<file path="src/rtl/vga_timing_gen_v2.sv">
// Parametrised VGA/LCD raster timing generator with pixel enable, sync/DE delay line and frame strobes.
// Optional RGB pass-through with blanking is enabled by defining VGA_RGB_PASS_EN.
module vga_timing_gen_v2 #(
  parameter int unsigned H_DISP   = 640,
  parameter int unsigned H_FP     = 16,
  parameter int unsigned H_PULSE  = 96,
  parameter int unsigned H_BP     = 48,
  parameter int unsigned V_DISP   = 480,
  parameter int unsigned V_FP     = 10,
  parameter int unsigned V_PULSE  = 2,
  parameter int unsigned V_BP     = 33,
  parameter int unsigned CNT_W    = 10,
  parameter int unsigned HS_POL   = 0,
  parameter int unsigned VS_POL   = 0,
  parameter int unsigned PIPE_DLY = 2
) (
  input  logic             i_clk,
  input  logic             i_rstn,
  input  logic             i_en,
`ifdef VGA_RGB_PASS_EN
  input  logic [23:0]      i_rgb,
  output logic [23:0]      o_rgb,
`endif
  output logic [CNT_W-1:0] o_x,
  output logic [CNT_W-1:0] o_y,
  output logic             o_active,
  output logic             o_de,
  output logic             o_hsync,
  output logic             o_vsync,
  output logic             o_sof,
  output logic             o_eol,
  output logic [15:0]      o_frame_cnt
);

  localparam int unsigned H_TOTAL  = H_DISP + H_FP + H_PULSE + H_BP;
  localparam int unsigned V_TOTAL  = V_DISP + V_FP + V_PULSE + V_BP;
  localparam int unsigned HS_START = H_DISP + H_FP;
  localparam int unsigned HS_END   = H_DISP + H_FP + H_PULSE;
  localparam int unsigned VS_START = V_DISP + V_FP;
  localparam int unsigned VS_END   = V_DISP + V_FP + V_PULSE;
  localparam logic        HS_ACT   = 1'(HS_POL);
  localparam logic        VS_ACT   = 1'(VS_POL);

  logic [CNT_W-1:0] hc_q, hc_d;
  logic [CNT_W-1:0] vc_q, vc_d;
  logic [15:0]      frame_q, frame_d;
  logic             h_last, v_last;
  logic             raw_de, raw_hs, raw_vs;

  assign h_last = (32'(hc_q) == H_TOTAL - 1);
  assign v_last = (32'(vc_q) == V_TOTAL - 1);

  // Raster counters and frame counter next-state
  always_comb begin
    hc_d    = hc_q;
    vc_d    = vc_q;
    frame_d = frame_q;
    if (i_en) begin
      if (h_last) begin
        hc_d = '0;
        if (v_last) begin
          vc_d    = '0;
          frame_d = frame_q + 16'd1;
        end else begin
          vc_d = vc_q + CNT_W'(1);
        end
      end else begin
        hc_d = hc_q + CNT_W'(1);
      end
    end
  end

  always_ff @(posedge i_clk or negedge i_rstn) begin
    if (!i_rstn) begin
      hc_q    <= '0;
      vc_q    <= '0;
      frame_q <= '0;
    end else begin
      hc_q    <= hc_d;
      vc_q    <= vc_d;
      frame_q <= frame_d;
    end
  end

  assign raw_de = (32'(hc_q) < H_DISP) && (32'(vc_q) < V_DISP);
  assign raw_hs = ((32'(hc_q) >= HS_START) && (32'(hc_q) < HS_END)) ? HS_ACT : ~HS_ACT;
  assign raw_vs = ((32'(vc_q) >= VS_START) && (32'(vc_q) < VS_END)) ? VS_ACT : ~VS_ACT;

  assign o_x         = hc_q;
  assign o_y         = vc_q;
  assign o_active    = raw_de;
  assign o_frame_cnt = frame_q;
  assign o_sof       = i_en && (hc_q == '0) && (vc_q == '0);
  assign o_eol       = i_en && h_last;

`ifdef VGA_RGB_PASS_EN
  logic        rgb_gate;
  logic [23:0] rgb_q;
`endif

  // Sync/DE alignment with the downstream pixel-fetch pipeline
  generate
    if (PIPE_DLY == 0) begin : g_nodly
      assign o_de    = raw_de;
      assign o_hsync = raw_hs;
      assign o_vsync = raw_vs;
`ifdef VGA_RGB_PASS_EN
      assign rgb_gate = raw_de;
`endif
    end else begin : g_dly
      localparam int unsigned GATE_IDX = (PIPE_DLY >= 2) ? PIPE_DLY - 2 : 0;
      logic [PIPE_DLY-1:0] de_sr_q;
      logic [PIPE_DLY-1:0] hs_sr_q;
      logic [PIPE_DLY-1:0] vs_sr_q;

      always_ff @(posedge i_clk or negedge i_rstn) begin
        if (!i_rstn) begin
          de_sr_q <= '0;
          hs_sr_q <= {PIPE_DLY{~HS_ACT}};
          vs_sr_q <= {PIPE_DLY{~VS_ACT}};
        end else if (i_en) begin
          de_sr_q <= PIPE_DLY'({de_sr_q, raw_de});
          hs_sr_q <= PIPE_DLY'({hs_sr_q, raw_hs});
          vs_sr_q <= PIPE_DLY'({vs_sr_q, raw_vs});
        end
      end

      assign o_de    = de_sr_q[PIPE_DLY-1];
      assign o_hsync = hs_sr_q[PIPE_DLY-1];
      assign o_vsync = vs_sr_q[PIPE_DLY-1];
`ifdef VGA_RGB_PASS_EN
      // One stage short of o_de so the registered RGB lands on the same tick
      assign rgb_gate = (PIPE_DLY >= 2) ? de_sr_q[GATE_IDX] : raw_de;
`endif
    end
  endgenerate

`ifdef VGA_RGB_PASS_EN
  // Forces black outside the display region
  always_ff @(posedge i_clk or negedge i_rstn) begin
    if (!i_rstn) begin
      rgb_q <= '0;
    end else if (i_en) begin
      rgb_q <= rgb_gate ? i_rgb : 24'h0;
    end
  end

  assign o_rgb = rgb_q;
`endif

endmodule
</file>
<file path="config.mk">
export PLATFORM = sky130hd
export DESIGN_NAME = vga_timing_gen_v2
export DESIGN_NICKNAME = d
export VERILOG_FILES = /design/src/rtl/vga_timing_gen_v2.sv
export SDC_FILE = /design/constraint.sdc
export NUM_CORES = 1
export LEC_CHECK = 0
export CAP_MARGIN = 20
export CORE_ASPECT_RATIO = 1.5
export CORE_MARGIN = 2
export CORE_UTILIZATION = 25
export DETAILED_ROUTE_END_ITERATION = 7
export HOLD_SLACK_MARGIN = 0.08
export SLEW_MARGIN = 10
export SYNTH_ARGS = -nofsm -noshare
export SYNTH_HDL_FRONTEND = slang
export SYNTH_SLANG_ARGS = --single-unit
</file>
<file path="constraint.sdc">
create_clock -name i_clk -period 3.5 [get_ports i_clk]
set_input_delay 0.525 -clock i_clk [delete_from_list [all_inputs] [get_ports i_clk]]
set_output_delay 0.525 -clock i_clk [all_outputs]
set_load 0.01 [all_outputs]
</file>
Word-level counts from Yosys, hierarchy flattened
Cells that the tools add are included.
Cells by class
  reductions and logical operators: 10
  muxes and demuxes: 4
  magnitude comparators: 6
  shift-type cells: 0
  $add $sub $neg: 3
  $mul: 0
  div/mod/pow operators: 0
  bitwise operators: 0
  eq/ne operators: 2
Operator list (count)
  $add A10 B1 Y10 const B: 2
  $eq A10 B10 Y1 const B: 2
  $logic_not A10 Y1: 2
  $lt A10 B10 Y1 const B: 2
  $lt A10 B9 Y1 const B: 2
  $mux W10: 2
  $add A16 B1 Y16 const B: 1
  $ge A10 B10 Y1 const B: 1
  $ge A10 B9 Y1 const B: 1
  $logic_and A1 B1 Y1: 6
  $reduce_and A3 Y1: 1
  $mux W1: 2
  $reduce_and A2 Y1: 1
Word-level totals
  bits in registers: 42
  bits in read-only memories: 0
  latch bits: 0
  word-level logic and storage cells: 31
  memory bits (writable): 0
  memories kept: 0

Logic depth before layout (Yosys ltp)
  depth in word-level cells: 3
  depth in mapped cells: 8
  depth with buffers taken out: 7

Least setup slack after synthesis
Ideal clock, no wire load.
  kind: flip-flop to output port
  from: reg vc_q[0], in the netlist o_y[0]
  to: out o_sof
  buffers on the path: 0
  arrival: 1.877 ns
  required time: 2.975 ns
  path slack: 1.098 ns
  stages on the path, launching flop included: 7
  cells stage by stage: dfrtp_1 inv_1 ha_1 or4b_1 nor3_1 nand3_1 nor4bb_1
On the way
  word-level cells in the longest chain between the ends: 2
RTL lines
  from (decl): line 45  | logic [CNT_W-1:0] vc_q, vc_d;
  from (signal assigned): line 80  | vc_q <= vc_d;
  $logic_not A10 Y1: line 93  | assign o_sof = i_en && (hc_q == '0) && (vc_q == '0);
  $logic_and A1 B1 Y1: line 93
  to (decl): line 30  | output logic o_sof,
Every way passes these cells.

Worst setup path after layout
Ends and elaborated chain as after synthesis.

==> reports/results.md <==
| Group | Item | This run |
|---|---|---|
| die | Cell Rows | 40 |
| sta | Post-route clock period utilization | 95.1% |
| sta | Max Fclk | 301 MHz |
| detailed routing | Drt total wl | 4.84 mm |
| critical path | CP Class | flip-flop to output pin |
| global routing | Pin count of the biggest net entering global routing | 43 |
| synth | Synth Flop Type | sky130_fd_sc_hd__dfrtp_1 |
| synth | Post-Synthesis Cell Area | 0.00207 mm² |
| placed design | Port bufs | 44 |
| detailed routing | Post-route DRC violation count | 0 |
| critical path | Element type at the critical path end | output pin |
| die | Die area | 0.00906 mm² |
| run | Maxcap violations | 0 |
| critical path | CP max stage delay | 0.61 ns |
| critical path | Series of cell instances along the critical path | inv_1, ha_1, or4b_1, nor3_1, nand3_1, nor4bb_1, clkdlybuf4s50_1 |
| synth | Synth area leader | sky130_fd_sc_hd__dfrtp_1 |
| layout | Count of antenna diodes in the layout | 0 |
| critical path | Data arrival time at the worst-slack endpoint | 2.80 ns |
| synth | Post-synth top area share | 45.8% |
| global routing | Vias in the first global route | 1631 |
| synth | Flip-flop and latch count after synthesis | 42 |
| synth | Most repeated cell in the gate-level netlist after synthesis | sky130_fd_sc_hd__dfrtp_1 |
| min path | Hold Path Class | primary input to async pin |
| die | Die X-Extent | 78.4 µm |
| power and ir drop | Maximum resistive drop on vdd | 0.000226 V |
| sta | RSZ-0062 raised after global routing | no |
| sta | Hold Vio Cnt, Final | 0 |
| die | Starting Density | 25.7% |
| global routing | Overall routing resource usage | 11.7% |
| global routing | Number of antenna violations at the first check in global routing | 0 |
| layout | Final Net Count | 241 |
| die | Core area | 0.00806 mm² |
| layout | Layout Area Growth over Synthesis | 36.9% |
| placed design | Post-DP HPWL | 3.57 mm |
| critical path | CP startpoint kind | flip-flop |
| synth | Share of async-settable or async-resettable flops after synthesis | 100% |
| synth | Synthesis Warnings | 0 |
| detailed routing | Wire length per cell | 14.3 µm |
| die | Die boundary height | 116 µm |
| synth | Top cells by area in the synthesized netlist | sky130_fd_sc_hd__dfrtp_1 46%, sky130_fd_sc_hd__xnor2_1 8.4%, sky130_fd_sc_hd__dfstp_2 5.1% |
| synth | Distinct cells, synth | 38 |
| power and ir drop | Leakage power | 1.20 nW |
| sta | TNS Setup | 0 ns |
| synth | Mapped Avg Cell Area | 11.2 µm² |
| detailed routing | Vias after detailed routing | 1572 |
| synth | Most common library cells after synthesis | 38 x sky130_fd_sc_hd__dfrtp_1, 20 x sky130_fd_sc_hd__xnor2_1, 15 x sky130_fd_sc_hd__nand3_1 |
| detailed routing | Antenna-violating nets left | 0 |
| detailed routing | Violation count after the first detailed-route iteration | 44 |
| synth | EDFF count, synth | 0 |
| clocking | H-tree depth reported by CTS | 2 |
| placed design | Placer's final routability congestion estimate | 0.867 |
| synth | Number of nets produced by synthesis | 194 |
| detailed routing | Number of vias per cell | 4.64 |
| clocking | Clock-pin slew on the worst setup and hold paths | 0.06 ns |
| sta | Tightest Pin Transition | 0.546 ns |
| sta | Shortest clock period the worst path allows after layout | 3.33 ns |
| critical path | Top fanout value on the critical path | 4 |
| detailed routing | Length of the first detailed-routing pass in iterations | 4 |
| placed design | Pre-CTS worst setup slack | 0.510 ns |
| layout | Final instance count without filler cells | 339 |
| sta | Headroom to the max-slew limit | 63.6% |
| clocking | Buffers inserted by post-CTS timing repair | 0 |
| clocking | # clock sinks | 42 |
| clocking | Clock tree buffer depth | 2 |
| outcome | Outcome | complete, no violations |
| clocking | TritonCTS clock tree | yes |
| global routing | Global-route wire length before repair | 8.22 mm |
| synth | Gate count after technology mapping | 186 |
| clocking | Total clock buffers created by CTS | 5 |
| critical path | Endpoint required time on the critical path | 2.97 ns |
| sta | Setup Viol. Count Final | 0 |
| clocking | Clock latency of the later-clocked register in the worst-skew pair | 0.28 ns |
| clocking | CTS hold repair buffers | 0 |
| layout | Final standard cell utilization of the core | 35.2% |
| power and ir drop | Power per cell area | 485 mW/mm² |
| critical path | Slowest stage cell on the critical path | sky130_fd_sc_hd__clkdlybuf4s50_1 |
| clocking | # resized after CTS | 0 |
| clocking | CTS root buf | sky130_fd_sc_hd__clkbuf_16 |
| sta | Setup slack of the critical path after layout | 0.172 ns |
| global routing | Overflow after GRT | 0 |
| sta | Final Slew Violations | 0 |
| die | Top-Level Pins | 45 |
| sta | Worst clock skew | 0.00644 ns |
| layout | Ratio of cells with drive above 1 in the final layout | 13.2% |
| synth | Sequential fraction of the synthesis area | 50.9% |
| placed design | Number of instances in the placed design | 330 |
-- cells in the final DEF (no fill, tap or decap), types with 6 or more instances in the layout --
cell type	instances
sky130_fd_sc_hd__clkdlybuf4s50_1	43
sky130_fd_sc_hd__dfrtp_1	38
sky130_fd_sc_hd__xnor2_1	20
sky130_fd_sc_hd__nand3_1	15
sky130_fd_sc_hd__nand2_1	13
sky130_fd_sc_hd__nor2_1	12
sky130_fd_sc_hd__nand4_1	9
sky130_fd_sc_hd__xor2_1	9
sky130_fd_sc_hd__inv_1	7
sky130_fd_sc_hd__nor3_1	7
sky130_fd_sc_hd__o21ai_0	6
-- final cells by class --
| class | instances | area, µm² |
|---|---|---|
| Inverter | 7 | 26.3 |
| Timing Repair Buffer | 48 | 485 |
| Fill cell | 800 | 5220 |
| Clock buffer | 5 | 125 |
| Tap cell | 105 | 131 |
| Sequential cell | 42 | 1060 |
| Multi-Input combinational cell | 129 | 946 |
| Clock inverter | 3 | 68.8 |
-- metal layers --
layer | GRT usage (%) | vias to the layer above | part of all wire, %
li1 | - | 751 | -
met1 | 14.0 | 769 | 42
met2 | 20.3 | 46 | 52
met3 | 2.88 | 6 | 4.3
met4 | 4.68 | 0 | 1.6
met5 | 0 | - | 0
-- cells by family (layout without fill, tap and decap cells) --
kind of cell               after synthesis  after routing  synth area share, %
muxes                                    5              5                 2.71
adders and majority gates                5              5                 3.02
AOI/OAI and AO/OA                       11             11                 3.26
and+or+nand+nor                         79             79                 24.4
buffers and inverters                   15             63                 3.50
xor gates and xnor gates                29             29                 12.2
DFF                                     42             42                 50.9
-- critical path, delay by kind of cell, from the launching register on --
family	cells	cell delay, ns
AND/OR/NAND/NOR	4	1.22
buffers and inverters	2	0.73
adder cells (fa/ha/maj)	1	0.16
flip-flops	1	0.42
-- metrics by stage --
step | area [µm²] | hold WS, ns | total power, mW
2_1_floorplan | 2070 | 0.229 | 0.682
3_3_place_gp | 2620 | 0.461 | 0.784
3_5_place_dp | 2620 | 0.464 | 0.786
4_1_cts | 2810 | 0.444 | 1.40
5_1_grt | 2840 | 0.262 | 1.44
6_report | 2840 | 0.226 | 1.38
-- sequential cells by signal (all words and copies together), names as in the netlist --
signal,cells
o_x,10
g_dly.hs_sr_q,2
g_dly.de_sr_q,2
g_dly.vs_sr_q,2
o_y,10
o_frame_cnt,16
-- power breakdown --
group | switching [mW] | total, mW | internal (mW)
Combinational | 0.0822 | 0.189 | 0.107
Clock | 0.192 | 0.601 | 0.410
Sequential | 0.0660 | 0.586 | 0.520
Total | 0.340 | 1.38 | 1.04
-- worst paths after layout --
check	start	to	slack, ns	depth (start not counted)
worst max register to register	o_y[0]	o_frame_cnt[15]	1.17	7
worst min-delay path	i_rstn	o_x[0]	0.23	1
worst max-delay path	o_y[0]	o_sof	0.17	7
min in group i_clk	o_frame_cnt[15]	o_frame_cnt[15]	0.47	1
max in group asynchronous	i_rstn	g_dly.vs_sr_q[0]	2.70	2
worst min register to register	o_frame_cnt[15]	o_frame_cnt[15]	0.47	1
Note: power is estimated with default switching activity, not from simulation.
